File: src/rtl/matrix_scan_driver.sv
// Column-multiplexed driver for the 5x7 attack-round LED matrix; snapshots the map once per frame.
// Define SCAN_BLANKING_EN to insert dark BLANK_CYCLES gaps between columns (anti-ghosting).
module matrix_scan_driver #(
  parameter int unsigned DATA_WIDTH    = 35,
  parameter int unsigned COLUNE_SIZE   = 7,
  parameter int unsigned TOTAL_COLUNES = 5,
  parameter int unsigned DWELL_CYCLES  = 50000,
  parameter int unsigned DWELL_WIDTH   = 16,
  parameter int unsigned BLANK_CYCLES  = 8
) (
  input  logic                     clk,
  input  logic                     reset,
  input  logic                     enable,
  input  logic [DATA_WIDTH-1:0]    matriz_data,
  output logic [TOTAL_COLUNES-1:0] colune_select,
  output logic [COLUNE_SIZE-1:0]   row_data,
  output logic                     frame_done
);

  localparam int unsigned IdxW = (TOTAL_COLUNES > 1) ? $clog2(TOTAL_COLUNES) : 1;
  localparam logic [IdxW-1:0] IdxLast = IdxW'(TOTAL_COLUNES - 1);
  localparam logic [DWELL_WIDTH-1:0] DwellLast = DWELL_WIDTH'(DWELL_CYCLES - 1);

  if (DATA_WIDTH != COLUNE_SIZE * TOTAL_COLUNES || DWELL_CYCLES == 0 || BLANK_CYCLES == 0)
  begin : g_param_check
    $error("matrix_scan_driver: inconsistent parameters");
  end

  typedef enum logic [1:0] {
    StIdle,
    StLoad,
    StScan
`ifdef SCAN_BLANKING_EN
    , StBlank
`endif
  } state_e;

  state_e                  state_q;
  logic [IdxW-1:0]         idx_q;
  logic [IdxW-1:0]         idx_inc;
  logic [DWELL_WIDTH-1:0]  dwell_q;
  logic [DATA_WIDTH-1:0]   snap_q;

  assign idx_inc = idx_q + 1'b1;

  // Column 0 is the most significant slice of the map word.
  function automatic logic [COLUNE_SIZE-1:0] col_bits(input logic [DATA_WIDTH-1:0] d,
                                                      input logic [IdxW-1:0]       c);
    logic [DATA_WIDTH-1:0] sh;
    sh = d >> ((TOTAL_COLUNES - 1 - 32'(c)) * COLUNE_SIZE);
    return sh[COLUNE_SIZE-1:0];
  endfunction

  function automatic logic [TOTAL_COLUNES-1:0] strobe(input logic [IdxW-1:0] c);
    logic [TOTAL_COLUNES-1:0] s;
    s    = '1;
    s[c] = 1'b0;
    return s;
  endfunction

  always_ff @(posedge clk or negedge reset) begin
    if (!reset) begin
      state_q       <= StIdle;
      idx_q         <= '0;
      dwell_q       <= '0;
      snap_q        <= '1;
      colune_select <= '1;
      row_data      <= '1;
      frame_done    <= 1'b0;
    end else begin
      frame_done <= 1'b0;
      if (!enable) begin
        state_q       <= StIdle;
        idx_q         <= '0;
        dwell_q       <= '0;
        colune_select <= '1;
        row_data      <= '1;
      end else begin
        case (state_q)
          StIdle: begin
            state_q       <= StLoad;
            colune_select <= '1;
            row_data      <= '1;
          end
          StLoad: begin
            // Outputs are registered, so column 0 is driven from the word being captured.
            snap_q        <= matriz_data;
            idx_q         <= '0;
            dwell_q       <= '0;
            state_q       <= StScan;
            colune_select <= strobe('0);
            row_data      <= col_bits(matriz_data, '0);
          end
          StScan: begin
            if (dwell_q == DwellLast) begin
              dwell_q <= '0;
              if (idx_q == IdxLast) begin
                idx_q         <= '0;
                state_q       <= StLoad;
                frame_done    <= 1'b1;
                colune_select <= '1;
                row_data      <= '1;
              end else begin
                idx_q <= idx_inc;
`ifdef SCAN_BLANKING_EN
                state_q       <= StBlank;
                colune_select <= '1;
                row_data      <= '1;
`else
                colune_select <= strobe(idx_inc);
                row_data      <= col_bits(snap_q, idx_inc);
`endif
              end
            end else begin
              dwell_q <= dwell_q + 1'b1;
            end
          end
`ifdef SCAN_BLANKING_EN
          StBlank: begin
            // Dwell counter doubles as the blank-gap counter.
            if (dwell_q == DWELL_WIDTH'(BLANK_CYCLES - 1)) begin
              dwell_q       <= '0;
              state_q       <= StScan;
              colune_select <= strobe(idx_q);
              row_data      <= col_bits(snap_q, idx_q);
            end else begin
              dwell_q <= dwell_q + 1'b1;
            end
          end
`endif
          default: begin
            state_q       <= StIdle;
            colune_select <= '1;
            row_data      <= '1;
          end
        endcase
      end
    end
  end

endmodule

File: config.mk
export PLATFORM = sky130hd
export DESIGN_NAME = matrix_scan_driver
export DESIGN_NICKNAME = d
export VERILOG_FILES = /design/src/rtl/matrix_scan_driver.sv
export SDC_FILE = /design/constraint.sdc
export NUM_CORES = 1
export LEC_CHECK = 0
export CAP_MARGIN = 30
export CORE_UTILIZATION = 39
export DETAILED_ROUTE_END_ITERATION = 10
export GPL_TIMING_DRIVEN = 0
export HOLD_SLACK_MARGIN = 0.08
export PLACE_DENSITY = 0.67
export SLEW_MARGIN = 20
export SYNTH_ARGS = -nofsm -noshare
export SYNTH_HDL_FRONTEND = slang
export SYNTH_SLANG_ARGS = --single-unit
File: constraint.sdc
create_clock -name clk -period 8.35 [get_ports clk]
set_clock_uncertainty 0.15 [all_clocks]
set_input_delay 1.2525 -clock clk [delete_from_list [all_inputs] [get_ports clk]]
set_output_delay 1.2525 -clock clk [all_outputs]
set_load 0.05 [all_outputs]
==> flow_summary.ini <==
[layout]
drive_gt1_share_pct = 25.8
diodes = 0
final_cells = 738
areaGrowthSynthToFinish_pct = 20.2
fin_nets = 620

[synthesis]
ys_seq_area_share_pct = 36.6
synth_cell_type_count = 67
synth_top_area_share_pct = 25.3
avgSynthCellArea_sq_um = 9.69
synth_area_leader_cell = dfstp_2
yosysWarnings = 0
synth_nets = 559
synthTopCellsByCount = 51 x mux2_2, 47 x dfstp_2, 46 x nor2_1
syn_inst = 504
synth_edf_count = 0
synth.most_common_cell = mux2_2
synth_area_leaders = dfstp_2 25%, mux2_2 12%, dfrtp_1 11%
ys.flop_type = dfstp_2
syn_area_sq_mm = 0.00488
ys_ff_latch = 69
async_flop_share_pct = 100

[routing]
ant_nets = 0
wl_per_cell_um = 17.7
drtIter0Drc = 279
top_layer_used = met4
drc_errors = 0
firstDrtPassIters = 5
routed_wl_mm = 13.0
vias = 4184
wl_met2_mm = 6.24
avgViaCountPerCell = 5.67
route.met3.wl_um = 690
wl_met1_mm = 5.82

[global_routing]
antenna_found_initial = 0
grt_first_pass_wirelength_mm = 21.7
grt_pass1_vias = 4217
grt-ovfl-total = 0
grt_start_max_net_pins = 57
track_usage_pct = 21.7

[clocking]
cts_made_buffers = 9
cts_tree = done
postCtsResizedCells = 0
post_cts_buffers = 0
cts.sinks = 69
hold_buffers = 0
cts_max_path_buffers = 2
htree_levels = 3
root_buffer = clkbuf_16
clk_pin_slew_ps = 60
clock_latency_ps = 340

[timing]
timing.final.max_slew_violations = 0
layout_min_cycle_time_ps = 5530
setup_viol = 0
grt_setup_unrepaired = false
setup_tns_ps = 0
relSlewSlack_pct = 56.0
hold_violations = 0
fin_crit_sh_pct = 66.2
max_freq_mhz = 181
worst_pin_slew_ps = 658

[die]
dieArea_sq_mm = 0.0130
core_sq_mm = 0.0121
io_pins = 51
dieHeight_um = 114
die_x_um = 114
initial_utilization_pct = 40.3
rows = 40

[worst_setup_path]
start_kind = register
worst-path-max-fanout = 10
endpoint_kind = register
crit_required_ps = 8440
critPathKind = reg2reg
cp_data_arrival_time_ps = 5620

[min_path]
hold_class = reg2reg

[place]
place_inst = 722
port-buffer-count = 49
gp_congestion = 0.961
dp_hpwl_mm = 10.0

[outcome]
status = complete, no violations

[power_and_ir_drop]
ir_drop_mv = 0.129
p_leak_nw = 2.24
power.density_mw_per_mm2 = 215

[job]
maxCapViolations = 0
==> kinds of logic after synthesis <==
kind of cell	Yosys count	synth area share, %
AND/OR/NAND/NOR	151	15.6
AO/OA/AOI/OAI	126	17.0
multiplexers	87	20.7
XOR/XNOR	5	0.897
adder cells (fa/ha/maj)	17	4.66
flip-flops	69	36.6
buffers and inverters	49	4.66
==> routing by layer <==
| metal | GRT usage (%) | up-vias |
|---|---|---|
| li1 | - | 1974 |
| met1 | 27.6 | 2073 |
| met2 | 35.9 | 117 |
| met3 | 4.73 | 20 |
| met4 | 9.09 | 0 |
| met5 | 0 | - |
==> area by class of cell <==
type	instances	area, sq um
buffer	29	153
clock buffer	11	233
clock inverter	5	27.5
fill	1172	6240
inverter	20	75.1
multi-input combinational	386	2870
sequential	69	1790
tap	168	210
timing repair buffer	50	515
==> registers in the layout, indices dropped and copies added, names as in the netlist <==
signal and cells:
row_data 7, snap_q 35, idx_q 3, state_q 2
colune_select 5, frame_done 1, dwell_q 16
==> final timing paths <==
check	startpoint	endpoint	slack, ps	cells after the start
hold reg to reg	colune_select[4]	colune_select[4]	350	2
setup / recovery	idx_q[1]	row_data[0]	2820	19
setup reg to reg	idx_q[1]	row_data[0]	2820	19
min in group asynchronous	reset	dwell_q[10]	620	1
hold / removal	colune_select[4]	colune_select[4]	350	2
max in group asynchronous	reset	row_data[5]	6850	2
==> cells in the final DEF, fill, tap and decap left out, types with 3 or more instances in the layout <==
cell type	count
nor2_1	46
a21o_1	3
a211oi_1	5
mux4_2	6
o31ai_1	4
buf_2	5
o22ai_1	6
a31oi_1	12
nand2_1	39
xnor2_1	3
and3_1	7
nor3_1	5
clkinv_2	4
dfstp_2	47
clkdlybuf4s50_1	48
o21ai_0	45
clkbuf_16	9
nor4_1	3
dfrtp_1	22
nand4_1	9
nor2b_1	4
mux2_2	51
o32ai_1	3
mux2i_1	30
clkbuf_1	21
inv_1	19
nand3_1	12
ha_1	15
nand2b_1	9
buf_6	5
a21oi_1	23
==> metrics by stage <==
stage	instance area (sq um)	util, %	hold slack (ps)	total power (W)	setup slack, ps
2_1_floorplan	4880	-	323	0.000789	3690
3_3_place_gp	5590	46.1	346	0.000914	2920
3_5_place_dp	5610	46.3	342	0.000925	2820
4_1_cts	5870	48.5	350	0.00127	2820
5_1_grt	5870	48.5	371	0.00133	2420
6_report	5870	48.5	348	0.00126	2820
==> critical path, cell delays in order, from the launching register on <==
cell	delay, ps
dfrtp_1	390
clkbuf_1	480
inv_1	130
ha_1	530
buf_6	230
buf_6	180
nand2b_1	150
and2_1	200
ha_1	270
inv_1	50
fa_1	560
inv_1	60
ha_1	290
a21o_1	170
a21o_1	240
and4_4	220
a2111oi_4	460
nor3b_2	320
a21oi_1	110
o41ai_2	230
==> report_power, final <==
part	internal, W	switching [W]
registers	0.000470	0.0000754
clock network	0.000199	0.000141
logic	0.000187	0.000189
(Power assumes the default switching activity.)
